**config.mk**
```make
export PLATFORM = sky130hd
export DESIGN_NAME = worker_scheduler
export DESIGN_NICKNAME = d
export VERILOG_FILES = /design/src/rtl/worker_scheduler.sv
export SDC_FILE = /design/constraint.sdc
export NUM_CORES = 1
export LEC_CHECK = 0
export CAP_MARGIN = 10
export CELL_PAD_IN_SITES_DETAIL_PLACEMENT = 0
export CELL_PAD_IN_SITES_GLOBAL_PLACEMENT = 2
export CORE_ASPECT_RATIO = 1.5
export CORE_UTILIZATION = 23
export DETAILED_ROUTE_END_ITERATION = 10
export PLACE_DENSITY = 0.91
export SKIP_CTS_REPAIR_TIMING = 1
export SLEW_MARGIN = 20
export SYNTH_ARGS = -nofsm -noshare
export SYNTH_HDL_FRONTEND = slang
export SYNTH_SLANG_ARGS = --single-unit
```
**constraint.sdc**
```tcl
create_clock -name clk -period 4.9 [get_ports clk]
set_input_delay 1.225 -clock clk [delete_from_list [all_inputs] [get_ports clk]]
set_output_delay 1.225 -clock clk [all_outputs]
set_load 0.005 [all_outputs]
```
**src/rtl/worker_scheduler.sv**
```systemverilog
`default_nettype none
// ============================================================================
//  Module   : worker_scheduler
//  Purpose  : Shares a pool of NUM_WORKERS workers between one packet stream
//             and one result stream. Packets from the packet constructor are
//             buffered and handed to one idle worker, chosen round-robin.
//             Worker results are arbitrated round-robin into a single stream
//             toward the write-back stage.
//  Ports    : clk, rst                - clock (rising edge), async active-high reset
//             receive_pc_*            - packet input stream (valid/ready/data)
//             send_w_valid/ready      - one-hot packet offer / per-worker ready
//             send_w_data             - buffered packet, broadcast to all workers
//             receive_w_valid/ready   - per-worker result valid / one-hot accept
//             receive_w_data          - worker i result at [i*WRW +: WRW]
//             send_wr_*               - result output stream (valid/ready/data)
//  Revision : 1.0 - initial release
// ============================================================================
module worker_scheduler #(
  parameter int PACKET_WIDTH        = 32,
  parameter int WORKER_RESULT_WIDTH = 32,
  parameter int NUM_WORKERS         = 4,
  parameter int PTR_WIDTH           = 3
) (
  input  logic                                       clk,
  input  logic                                       rst,
  input  logic                                       receive_pc_valid,
  output logic                                       receive_pc_ready,
  input  logic [PACKET_WIDTH-1:0]                    receive_pc_data,
  output logic [NUM_WORKERS-1:0]                     send_w_valid,
  input  logic [NUM_WORKERS-1:0]                     send_w_ready,
  output logic [PACKET_WIDTH-1:0]                    send_w_data,
  input  logic [NUM_WORKERS-1:0]                     receive_w_valid,
  output logic [NUM_WORKERS-1:0]                     receive_w_ready,
  input  logic [NUM_WORKERS*WORKER_RESULT_WIDTH-1:0] receive_w_data,
  output logic                                       send_wr_valid,
  input  logic                                       send_wr_ready,
  output logic [WORKER_RESULT_WIDTH-1:0]             send_wr_data
);

  localparam logic [1:0] D_INIT  = 2'd0;
  localparam logic [1:0] D_EMPTY = 2'd1;
  localparam logic [1:0] D_PICK  = 2'd2;
  localparam logic [1:0] D_SEND  = 2'd3;

  localparam logic [0:0] R_IDLE  = 1'b0;
  localparam logic [0:0] R_OUT   = 1'b1;

  localparam logic [PTR_WIDTH:0]   c_NUM_W = (PTR_WIDTH+1)'(NUM_WORKERS);
  localparam logic [NUM_WORKERS-1:0] c_ONE = NUM_WORKERS'(1);

  // Round-robin search: returns {found, index} of the first set request bit
  // at or above ptr, wrapping past the last worker back to worker 0.
  // Scanning downward lets the lowest rotated offset win.
  function automatic logic [PTR_WIDTH:0] rr_pick(input logic [NUM_WORKERS-1:0] req,
                                                 input logic [PTR_WIDTH-1:0]   ptr);
    logic [2*NUM_WORKERS-1:0] rot;
    logic [PTR_WIDTH:0]       sum;
    rot     = {req, req} >> ptr;
    sum     = '0;
    rr_pick = '0;
    for (int k = NUM_WORKERS - 1; k >= 0; k--) begin
      if (rot[k]) begin
        sum = {1'b0, ptr} + (PTR_WIDTH+1)'(k);
        if (sum >= c_NUM_W) sum = sum - c_NUM_W;
        rr_pick = {1'b1, sum[PTR_WIDTH-1:0]};
      end
    end
  endfunction

  // (ptr + 1) mod NUM_WORKERS
  function automatic logic [PTR_WIDTH-1:0] ptr_inc(input logic [PTR_WIDTH-1:0] ptr);
    logic [PTR_WIDTH:0] sum;
    sum = {1'b0, ptr} + (PTR_WIDTH+1)'(1);
    if (sum >= c_NUM_W) sum = '0;
    return sum[PTR_WIDTH-1:0];
  endfunction

  // --------------------------------------------------------------------------
  // Dispatch side
  // --------------------------------------------------------------------------
  logic [1:0]               r_d_state, w_d_next;
  logic [PACKET_WIDTH-1:0]  r_pkt_buf;
  logic [PTR_WIDTH-1:0]     r_tgt, r_disp_ptr;
  logic [PTR_WIDTH:0]       w_disp_pick;
  logic                     w_disp_found;
  logic [PTR_WIDTH-1:0]     w_disp_idx;
  logic [NUM_WORKERS-1:0]   w_tgt_onehot;
  logic                     w_tgt_accept;

  assign w_disp_pick  = rr_pick(send_w_ready, r_disp_ptr);
  assign w_disp_found = w_disp_pick[PTR_WIDTH];
  assign w_disp_idx   = w_disp_pick[PTR_WIDTH-1:0];
  assign w_tgt_onehot = c_ONE << r_tgt;
  // Only the chosen worker's ready matters once the offer is up.
  assign w_tgt_accept = |(send_w_ready & w_tgt_onehot);

  always_ff @(posedge clk or posedge rst) begin
    if (rst) r_d_state <= D_INIT;
    else     r_d_state <= w_d_next;
  end

  always_comb begin
    w_d_next = r_d_state;
    case (r_d_state)
      D_INIT:  w_d_next = D_EMPTY;
      D_EMPTY: if (receive_pc_valid) w_d_next = D_PICK;
      D_PICK:  if (w_disp_found)     w_d_next = D_SEND;
      D_SEND:  if (w_tgt_accept)     w_d_next = D_EMPTY;
      default: w_d_next = D_INIT;
    endcase
  end

  always_comb begin
    receive_pc_ready = (r_d_state == D_EMPTY);
    send_w_valid     = (r_d_state == D_SEND) ? w_tgt_onehot : '0;
  end

  always_ff @(posedge clk or posedge rst) begin
    if (rst) begin
      r_pkt_buf  <= '0;
      r_tgt      <= '0;
      r_disp_ptr <= '0;
    end else begin
      if (r_d_state == D_EMPTY && receive_pc_valid) r_pkt_buf <= receive_pc_data;
      if (r_d_state == D_PICK && w_disp_found)      r_tgt     <= w_disp_idx;
      if (r_d_state == D_SEND && w_tgt_accept)      r_disp_ptr <= ptr_inc(r_tgt);
    end
  end

  assign send_w_data = r_pkt_buf;

  // --------------------------------------------------------------------------
  // Collect side
  // --------------------------------------------------------------------------
  logic [0:0]                     r_r_state, w_r_next;
  logic [WORKER_RESULT_WIDTH-1:0] r_res_buf;
  logic [PTR_WIDTH-1:0]           r_src, r_coll_ptr;
  logic [PTR_WIDTH:0]             w_coll_pick;
  logic                           w_coll_found;
  logic [PTR_WIDTH-1:0]           w_coll_idx;
  logic [WORKER_RESULT_WIDTH-1:0] w_sel_data;

  assign w_coll_pick  = rr_pick(receive_w_valid, r_coll_ptr);
  assign w_coll_found = w_coll_pick[PTR_WIDTH];
  assign w_coll_idx   = w_coll_pick[PTR_WIDTH-1:0];
  assign w_sel_data   = WORKER_RESULT_WIDTH'(receive_w_data >> (w_coll_idx * WORKER_RESULT_WIDTH));

  always_ff @(posedge clk or posedge rst) begin
    if (rst) r_r_state <= R_IDLE;
    else     r_r_state <= w_r_next;
  end

  always_comb begin
    w_r_next = r_r_state;
    case (r_r_state)
      R_IDLE:  if (w_coll_found)  w_r_next = R_OUT;
      R_OUT:   if (send_wr_ready) w_r_next = R_IDLE;
      default: w_r_next = R_IDLE;
    endcase
  end

  // The accept is combinational on the workers' valids; it is gated with
  // rst so that no ready appears while the block is held in reset.
  always_comb begin
    receive_w_ready = '0;
    if (r_r_state == R_IDLE && w_coll_found && !rst) receive_w_ready = c_ONE << w_coll_idx;
    send_wr_valid = (r_r_state == R_OUT);
  end

  always_ff @(posedge clk or posedge rst) begin
    if (rst) begin
      r_res_buf  <= '0;
      r_src      <= '0;
      r_coll_ptr <= '0;
    end else begin
      if (r_r_state == R_IDLE && w_coll_found) begin
        r_res_buf <= w_sel_data;
        r_src     <= w_coll_idx;
      end
      if (r_r_state == R_OUT && send_wr_ready) r_coll_ptr <= ptr_inc(r_src);
    end
  end

  assign send_wr_data = r_res_buf;

endmodule
`default_nettype wire

```
==> flow_metrics.env <==
export IMPL_power_density_cell_area_nw_per_um2=571
export IMPL_layout_nets=827
export IMPL_synthesis_yosys_warnings=0
export IMPL_worst_clock_skew_ns=0.00638
export IMPL_worst_hold_slack_ns=0.502
export IMPL_dr_total_vias=4158
export IMPL_num_antenna_cells=0
export IMPL_clock_insertion_delay_worst_skew_ns=0.34
export IMPL_tightest_slew_ns=1.06
export IMPL_number_of_buffers_inserted_by_port_buffering=245
export IMPL_headroom_to_the_max_slew_limit_pct=29.3
export IMPL_worstPathArrival_ns=3.51
export IMPL_fp_dieArea_um2=20400
export IMPL_run_status="complete, no violations"
export IMPL_min_delay_path_depth=1
export IMPL_floorplan_die_width_um=117
export IMPL_hpwlAfterDp_mm=12.1
export IMPL_syn_to_final_growth_pct=67.8
export IMPL_routed_wl_mm=15.3
export IMPL_highest_utilization_routing_layer_at_the_global_route_stage="met2"
export IMPL_rsz0062_at_grt="no"
export IMPL_placementRows=62
export IMPL_clk_transition_reported_paths_ns=0.06
export IMPL_reg2reg_slack_ns=1.21
export IMPL_drive_gt1_share_pct=14.8
export IMPL_final_hold_violation_count=0
export IMPL_clockBufferDepth=2
export IMPL_kind_of_capture_point_of_the_worst_setup_path="output port"
export IMPL_grtUsageMet3_pct=4.25
export IMPL_worst_path_max_fanout=6
export IMPL_synthesis_instances=390
export IMPL_grt_ovfl_total=0
export IMPL_grt_pass1_wl_mm=23.0
export IMPL_max_vdd_ir_drop_mv=0.262
export IMPL_drc_viols=0
export IMPL_rr_startpoint="r_coll_ptr[0]"
export IMPL_holdCritStartpoint="send_w_data[19]"
export IMPL_worstReg2RegEnd="send_wr_data[24]"
export IMPL_timing_worst_setup_path_type="input port to output port"
export IMPL_synth_flop_cell="dfrtp_1"
export IMPL_fin_tns_setup_ns=0
export IMPL_effective_utilization_at_floorplan_pct=23.7
export IMPL_root_buffer_selected_by_cts="clkbuf_16"
export IMPL_timing_reg2reg_worst_path_depth=9
export IMPL_startpoint_type="input port"
export IMPL_gp_routability_congestion=0.840
export IMPL_finalMaxSlewViolations=0
export IMPL_ys_ff_latch=79
export IMPL_globalRouteMet2Util_pct=26.9
export IMPL_synth_async_sr_flop_share_pct=100
export IMPL_synthTopCellsByArea="dfrtp_1 43%, mux2i_1 15%, mux2_2 8.7%, a221oi_1 4.8%, a221oi_2 3.6%"
export IMPL_drt_antenna_violating_nets=0
export IMPL_min_period_over_period_pct=96.7
export IMPL_cp_required_ns=3.67
export IMPL_groute_layer_met1_usage_pct=14.7
export IMPL_synth_cell_area_um2=4550
export IMPL_post_drt_wl_per_cell_um=17.0
export IMPL_yosys_cell_types_count=51
export IMPL_finalSetupViolCount=0
export IMPL_grt_usage_pct=14.9
export IMPL_power_leakage_nw=3.19
export IMPL_post_route_min_period_ns=4.74
export IMPL_die_y_um=174
export IMPL_min_delay_worst_endpoint="send_w_data[19]"
export IMPL_seq_area_frac_synth_pct=43.4
export IMPL_numCtsBuffers=9
export IMPL_drt_initial_drc_count=113
export IMPL_cts_tree="built"
export IMPL_ctsHtreeMaxLevel=3
export IMPL_number_of_enable_type_register_cells_in_the_synthesized_netlist=0
export IMPL_max_cap_violations=0
export IMPL_via_count_of_the_first_global_routing_pass=4493
export IMPL_drt_first_pass_iters=4
export IMPL_netlist_top_cells_count="79 x dfrtp_1, 69 x mux2i_1, 41 x nor2_1"
export IMPL_synth_most_common_cell="dfrtp_1"
export IMPL_vias_per_cell=4.60
export IMPL_top_level_ports=246
export IMPL_antenna_found_initial=0
export IMPL_max_freq_ghz=0.211
export IMPL_min_path_type="flip-flop to flip-flop"
export IMPL_grt_start_max_net_pins=58
export IMPL_postLayoutCoreUtil_pct=39.7
export IMPL_syn_avg_cell_area_um2=11.7
export IMPL_synth_top_cell_area_share_pct=43.4
export IMPL_cts_sinks=79
export IMPL_core_um2=19200
export IMPL_postSynthNetCount=574
export IMPL_synth_area_leader_cell="dfrtp_1"
worst max path at each step:
stage,from,to,slack [ns]
after floorplan,rst,receive_w_ready[2],0.41
after global placement,receive_w_valid[1],receive_w_ready[0],-0.05
after detailed placement,receive_w_valid[1],receive_w_ready[0],-0.06
after CTS,receive_w_valid[1],receive_w_ready[0],-0.08
after global routing,receive_w_valid[1],receive_w_ready[3],0.05
final,receive_w_valid[1],receive_w_ready[3],0.16
power by group:
group | total [mW] | switching, mW | leakage, nW | internal, mW
registers | 1.19 | 0.227 | 0.918 | 0.967
logic | 2.51 | 1.08 | 2.12 | 1.42
clock network | 0.661 | 0.271 | 0.145 | 0.391
total | 4.36 | 1.58 | 3.19 | 2.78
worst max-delay path, stage by stage:
cell and delay (ns):
clkdlybuf4s50_1 0.50, mux2_1 0.18, nor2_1 0.06, or2_2 0.30
buf_4 0.16, a31oi_4 0.32, and3_1 0.24, clkdlybuf4s50_1 0.52
layer usage:
layer / wire (µm) / vias up
met2: 7580 / 208
met3: 1540 / 31
met5: 0 / -
met1: 5600 / 1964
li1: - / 1955
met4: 604 / 0
final cells by class:
class	instances	area (µm²)
tap	256	320
clock inverter	6	62.6
inverter	15	57.6
clock buffer	9	225
multi-input combinational	273	2380
sequential	79	1980
fill	1908	11600
timing repair buffer	265	2620
per-stage QoR:
stage          setup WS, ns  cells  power, mW  area, µm²
6_report              0.164    903       4.36       7640
5_1_grt              0.0536    903       4.68       7640
4_1_cts             -0.0777    901       4.44       7620
3_5_place_dp        -0.0634    886       3.75       7330
3_3_place_gp        -0.0549    886       3.65       7330
2_1_floorplan         0.414    390       2.66       4550
cell usage in the layout (no fill, tap or decap), types with 2 or more instances in the layout:
cell,n
clkdlybuf4s50_1,242
dfrtp_1,79
buf_4,19
dlymetal6s2s_1,3
mux2_2,35
a31oi_4,2
mux2i_1,69
and3_1,2
a221oi_1,25
ha_1,12
a21oi_2,2
o31ai_1,3
clkbuf_16,9
o21ai_0,6
clkinv_4,2
clkinv_2,4
nand2_1,15
and2_1,5
a221oi_2,11
a31oi_1,3
inv_1,14
nor2_1,41
nor3b_2,2
a21oi_1,6
a311oi_4,2
a21o_1,2
nor2b_1,6
registers in the layout, summed over array words and instances, names as in the netlist:
register	cells
send_w_data	32
send_wr_data	32
r_coll_ptr	3
r_disp_ptr	3
r_src	3
r_tgt	3
r_d_state	2
send_wr_valid	1
cell families (layout without fill, tap and decap cells):
family	count (synthesis)	count (layout)	share of synthesized area [%]
flops	79	79	43.4
fa+ha+maj	12	12	3.30
compound gates	74	74	15.3
buf+inv	38	295	4.94
mux	107	107	24.7
simple gates	80	80	8.38
Power figures use the tool's default switching activity.
